===== src/rtl/fir_sample_seq.sv =====
// Sample sequencer feeding the FIR input ROM: start/stop, one-shot or loop addressing with a
// programmable stride and ROM latency compensation. Optional sample counter: FIR_SEQ_SAMPLE_CNT_EN.
module fir_sample_seq #(
   parameter int ADDR_W    = 9,
   parameter int LAST_ADDR = 501,
   parameter int ROM_LAT   = 1,
   parameter int DATA_W    = 16
) (
   input  logic              clk,
   input  logic              rest,
   input  logic              start,
   input  logic              stop,
   input  logic              loop_mode,
   input  logic [3:0]        stride,
   output logic [ADDR_W-1:0] address,
   input  logic [DATA_W-1:0] rom_data,
   output logic [DATA_W-1:0] sample,
   output logic              sample_valid,
   output logic              busy,
   output logic              done,
   output logic [7:0]        wrap_cnt,
   output logic [15:0]       sample_cnt
);

   localparam int SUM_W = ADDR_W + 4;
   localparam logic [SUM_W-1:0] LAST_EXT = SUM_W'(LAST_ADDR);
   localparam logic [SUM_W-1:0] SPAN_EXT = SUM_W'(LAST_ADDR + 1);

   typedef enum logic [1:0] {
      IDLE,
      RUN,
      DRAIN,
      DONE
   } state_t;

   state_t             state_reg;
   logic [ADDR_W-1:0]  address_reg;
   logic [3:0]         stride_reg;
   logic               loop_reg;
   logic               busy_reg;
   logic               done_reg;
   logic [7:0]         wrap_cnt_reg;
   logic [ROM_LAT-1:0] req_pipe_reg;
   logic [DATA_W-1:0]  sample_reg;
   logic               sample_valid_reg;

   logic               req;
   logic [SUM_W-1:0]   sum_next;
   logic               over_last;
   logic               pipe_empty;

   // stop suppresses the address presented in the same clock
   assign req        = (state_reg == RUN) && !stop;
   assign sum_next   = SUM_W'(address_reg) + SUM_W'(stride_reg);
   assign over_last  = (sum_next > LAST_EXT);
   assign pipe_empty = (req_pipe_reg == '0);

   // Request delay line matching the ROM read latency (ROM_LAT legal range 1..4)
   generate
      for (genvar gi = 0; gi < ROM_LAT; gi++) begin : g_req_pipe
         if (gi == 0) begin : g_first
            always_ff @(posedge clk or negedge rest) begin
               if (!rest) begin
                  req_pipe_reg[gi] <= 1'b0;
               end else begin
                  req_pipe_reg[gi] <= req;
               end
            end
         end else begin : g_next
            always_ff @(posedge clk or negedge rest) begin
               if (!rest) begin
                  req_pipe_reg[gi] <= 1'b0;
               end else begin
                  req_pipe_reg[gi] <= req_pipe_reg[gi-1];
               end
            end
         end
      end
   endgenerate

   always_ff @(posedge clk or negedge rest) begin
      if (!rest) begin
         sample_reg       <= '0;
         sample_valid_reg <= 1'b0;
      end else begin
         sample_valid_reg <= req_pipe_reg[ROM_LAT-1];
         if (req_pipe_reg[ROM_LAT-1]) begin
            sample_reg <= rom_data;
         end
      end
   end

   always_ff @(posedge clk or negedge rest) begin
      if (!rest) begin
         state_reg    <= IDLE;
         address_reg  <= '0;
         stride_reg   <= 4'd1;
         loop_reg     <= 1'b0;
         busy_reg     <= 1'b0;
         done_reg     <= 1'b0;
         wrap_cnt_reg <= '0;
      end else begin
         done_reg <= 1'b0;
         case (state_reg)
            IDLE: begin
               address_reg <= '0;
               if (start) begin
                  state_reg    <= RUN;
                  busy_reg     <= 1'b1;
                  loop_reg     <= loop_mode;
                  stride_reg   <= (stride == 4'd0) ? 4'd1 : stride;
                  wrap_cnt_reg <= '0;
               end
            end
            RUN: begin
               if (stop) begin
                  state_reg <= DRAIN;
               end else if (over_last) begin
                  if (loop_reg) begin
                     address_reg <= ADDR_W'(sum_next - SPAN_EXT);
                     if (wrap_cnt_reg != 8'hFF) begin
                        wrap_cnt_reg <= wrap_cnt_reg + 8'd1;
                     end
                  end else begin
                     state_reg <= DRAIN;
                  end
               end else begin
                  address_reg <= ADDR_W'(sum_next);
               end
            end
            DRAIN: begin
               // empty pipe means the final sample_valid is being shown this clock
               if (pipe_empty) begin
                  state_reg <= DONE;
                  busy_reg  <= 1'b0;
                  done_reg  <= 1'b1;
               end
            end
            DONE: begin
               state_reg   <= IDLE;
               address_reg <= '0;
            end
            default: begin
               state_reg <= IDLE;
            end
         endcase
      end
   end

`ifdef FIR_SEQ_SAMPLE_CNT_EN
   logic [15:0] sample_cnt_reg;

   always_ff @(posedge clk or negedge rest) begin
      if (!rest) begin
         sample_cnt_reg <= '0;
      end else if ((state_reg == IDLE) && start) begin
         sample_cnt_reg <= '0;
      end else if (req_pipe_reg[ROM_LAT-1] && (sample_cnt_reg != 16'hFFFF)) begin
         sample_cnt_reg <= sample_cnt_reg + 16'd1;
      end
   end

   assign sample_cnt = sample_cnt_reg;
`else
   assign sample_cnt = 16'd0;
`endif

   assign address      = address_reg;
   assign sample       = sample_reg;
   assign sample_valid = sample_valid_reg;
   assign busy         = busy_reg;
   assign done         = done_reg;
   assign wrap_cnt     = wrap_cnt_reg;

endmodule


===== config.mk =====
export PLATFORM = sky130hd
export DESIGN_NAME = fir_sample_seq
export DESIGN_NICKNAME = d
export VERILOG_FILES = /design/src/rtl/fir_sample_seq.sv
export SDC_FILE = /design/constraint.sdc
export NUM_CORES = 1
export LEC_CHECK = 0
export BUFFER_PORTS_ARGS = -buffer_cell sky130_fd_sc_hd__buf_2
export CAP_MARGIN = 20
export CORE_MARGIN = 1.5
export CORE_UTILIZATION = 58
export CTS_BUF_LIST = sky130_fd_sc_hd__clkbuf_2
export DETAILED_ROUTE_END_ITERATION = 6
export GPL_TIMING_DRIVEN = 1
export PLACE_DENSITY = 0.9
export SYNTH_ARGS = -nofsm -noshare
export SYNTH_HDL_FRONTEND = slang
export SYNTH_SLANG_ARGS = --single-unit

===== constraint.sdc =====
create_clock -name clk -period 10.12 [get_ports clk]
set_clock_uncertainty 0.15 [all_clocks]
set_input_delay 2.024 -clock clk [delete_from_list [all_inputs] [get_ports clk]]
set_output_delay 2.024 -clock clk [all_outputs]
set_load 0.005 [all_outputs]

==> flow_summary_export.csv <==
group,metric,value,unit
synth,synthCells,258,
cells_and_area,largest_reg_flops,16,
pwr,p_leak,1.414,nW
cells_and_area,drive_above_1_share,32.29,%
global_routing,busiest_layer,"met2",
global_routing,grt_pass1_wl,9163,um
detailed_routing,drt_iter0_drc,86,
synth,yosysWarnings,0,
placement,io_buffers,60,
synth,synth_async_sr_flop_share,100.0,%
placement,routabilityCongestion,0.8607,
synth,muxShareOfSynthArea,10.79,%
pwr,irDropWorstVdd,0.0001045,V
setup_path,worst_ep_required_time,10.30,ns
setup_path,cp_cell_sequence,"ha_1 > fa_1 > a211oi_1 > or2_4 > xnor2_1 > and4b_2 > a21oi_1 > nor2_1 > nor4_1 > mux2_2",
setup_path,endpoint_kind,"register",
timing,fin_crit_sh,36.69,%
detailed_routing,wirelength,5258,um
timing,slew_headroom,37.53,%
clock_network,cts_resized,0,
clock_network,clock_sink_count,44,
floorplan,rows,23,
global_routing,grtUsageMet1,28.77,%
setup_path,worstPathArrival,3.89,ns
timing,rsz0062_at_grt,"false",
floorplan,die-area,0.004828,mm^2
clock_network,cts_tree,"yes",
timing,finalSetupViolations,0,
placement,placed_cells,361,
setup_path,critical_path.n_buffers_inverters,0,
synth,synth_ff_type,"dfrtp_1",
cells_and_area,layout_common_cells,"buf_2, dfrtp_1, nand2_1",
synth,synth_area_per_cell,9.937,um^2
detailed_routing,drc_errors,0,
clock_network,root_buffer,"clkbuf_2",
synth,yosys.area_share.simple,16.98,%
synth,netlist-cell-type-count,60,
clock_network,hold_buffers,0,
synth,ys_ff_latch,44,
synth,synth_area,0.002564,mm^2
setup_path,critical_path.max_stage_delay,0.66,ns
global_routing,antenna_found_initial,0,
detailed_routing,antenna_left,0,
synth,synth_top_family_by_area,"simple AND/OR/NAND/NOR gates",
synth,synthAdderAreaFrac,5.173,%
setup_path,critical_path.slowest_cell,"nor2_1",
synth,yosys.area.top_type,"dfrtp_1",
cells_and_area,layout_commonest_cell,"buf_2",
pwr,powerDensity,272.3,mW/mm^2
synth,synth_seq_area_share,43.00,%
timing,tightest_slew,0.9371,ns
global_routing,grt_max_degree,45,
detailed_routing,via_count,2096,
floorplan,core_area,0.004115,mm^2
detailed_routing,detail_route.first_pass.iterations,4,
setup_path,worstRegToRegCells,10,
clock_network,htree_num_levels,2,
clock_network,ctsLongestPathBuffers,2,
detailed_routing,avgViaCountPerCell,5.680,
setup_path,cp.depth,10,
clock_network,post_cts_buffers,0,
detailed_routing,routedWlPerCell,14.25,um
global_routing,grtUsageMet3,3.488,%
timing,hold_viol,0,
synth,synth_edf_count,0,
floorplan,io_pins,77,
synth,synthXorXnorAreaFrac,2.050,%
worst_hold_path,min_path_type,"register to register",
setup_path,crit_type,"register to register",
cells_and_area,area_growth_syn_to_layout,13.08,%
timing,clock.fmax,0.2693,GHz
global_routing,overflow,0,
cells_and_area,insertedDiodeCount,0,
global_routing,grt_use_met2,40.17,%
setup_path,worstPathMaxFanout,13,
floorplan,die_y,69.49,um
timing,min_period,3.713,ns
floorplan,initial_utilization,62.30,%
timing,totalNegativeSetupSlack,0,ns
floorplan,die_w,69.49,um
global_routing,grt_pass1_vias,2013,
synth,synth-compound-area-share,14.93,%
flow_run,cap_violations,0,
setup_path,critical-path-top-delay-family,"simple AND/OR/NAND/NOR gates",
cells_and_area,finalNonFillerCells,369,
synth,synth_top_cell_area_share,41.97,%
setup_path,crit_path_start_kind,"register",
outcome,status,"finished clean",
cells_and_area,nets,353,
synth,synthTopCellsByArea,"dfrtp_1, mux2_2, buf_4, ha_1, nand2_1",
clock_network,clk_pin_slew,0.22,ns
timing,slew_viol_final,0,
clock_network,cts_buffers,5,
global_routing,grt_usage,23.28,%
placement,dpl.hpwl,3999,um
clock_network,worstSkewPairLatency,0.41,ns
worst_hold_path,holdPathStages,2,
metrics by stage:
| step | util (%) | setup slack [ns] | total power [mW] | hold slack, ns | cell area (um^2) |
|---|---|---|---|---|---|
| 2_1_floorplan | - | 6.802 | 0.5744 | 0.2019 | 2620 |
| 3_3_place_gp | 68.81 | 6.428 | 0.6752 | 0.3261 | 2831 |
| 3_5_place_dp | 68.81 | 6.357 | 0.6918 | 0.3403 | 2831 |
| 4_1_cts | 70.45 | 6.452 | 0.7931 | 0.3750 | 2899 |
| 5_1_grt | 70.45 | 6.198 | 0.8560 | 0.3926 | 2899 |
| 6_report | 70.45 | 6.407 | 0.7895 | 0.3692 | 2899 |
worst paths after layout:
path	startpoint	to	slack [ns]
worst min-delay path	stride_reg[0]	stride_reg[0]	0.37
worst max register to register	address[0]	address[6]	6.41
max in group asynchronous	rest	wrap_cnt[3]	7.69
worst max-delay path	address[0]	address[6]	6.41
worst min register to register	stride_reg[0]	stride_reg[0]	0.37
min in group asynchronous	rest	address[1]	1.56
cells in the mapped netlist (2+ instances only):
| cell type | instances |
|---|---|
| nand2b_1 | 3 |
| inv_1 | 7 |
| o21a_1 | 3 |
| nor2_1 | 16 |
| and2_1 | 2 |
| or3_1 | 2 |
| nor3_1 | 5 |
| a31o_2 | 2 |
| nand3_1 | 8 |
| nand2_1 | 30 |
| nor2b_1 | 3 |
| a211oi_1 | 2 |
| o21ai_1 | 2 |
| mux2_2 | 21 |
| ha_1 | 9 |
| nand4_1 | 4 |
| a21oi_1 | 11 |
| nor2_2 | 2 |
| xnor2_1 | 5 |
| or4_1 | 2 |
| clkbuf_1 | 3 |
| buf_4 | 16 |
| dfrtp_1 | 43 |
| a31oi_1 | 2 |
| o21ai_0 | 16 |
| mux2i_1 | 4 |
| nor4_1 | 2 |
power breakdown:
group	total, mW	internal, mW	switching [mW]
Sequential	0.289	0.241	0.0480
Combinational	0.400	0.185	0.216
Clock	0.0999	0.0415	0.0584
layout make-up:
type,count,area (um^2)
Clock buffer,5,25.02
Clock inverter,3,42.54
Fill cell,318,1216
Inverter,7,26.28
Multi-Input combinational cell,200,1340
Sequential cell,44,1102
Tap cell,50,62.56
Timing Repair Buffer,60,300.3
metal layers:
layer  vias up  share of wire (%)
met5         -                  0
met4         0                1.8
met1      1013                 43
met3        10                4.3
met2        62                 51
li1       1011                  -
logic make-up (layout without fill, tap and decap cells):
group           Yosys count  after routing
simple gates             87             87
other cells               1             16
fa+ha+maj                10             10
flops                    44             44
buf+inv                  29             75
compound gates           56             56
mux                      25             25
xor+xnor                  6              6
worst reg2reg max path, cell delays in order, from the launching register on:
cell,delay (ns)
dfrtp_1,0.45
ha_1,0.27
fa_1,0.46
a211oi_1,0.45
or2_4,0.23
xnor2_1,0.15
and4b_2,0.33
a21oi_1,0.11
nor2_1,0.66
nor4_1,0.09
mux2_2,0.30
Note: power is estimated with default switching activity, not from simulation.
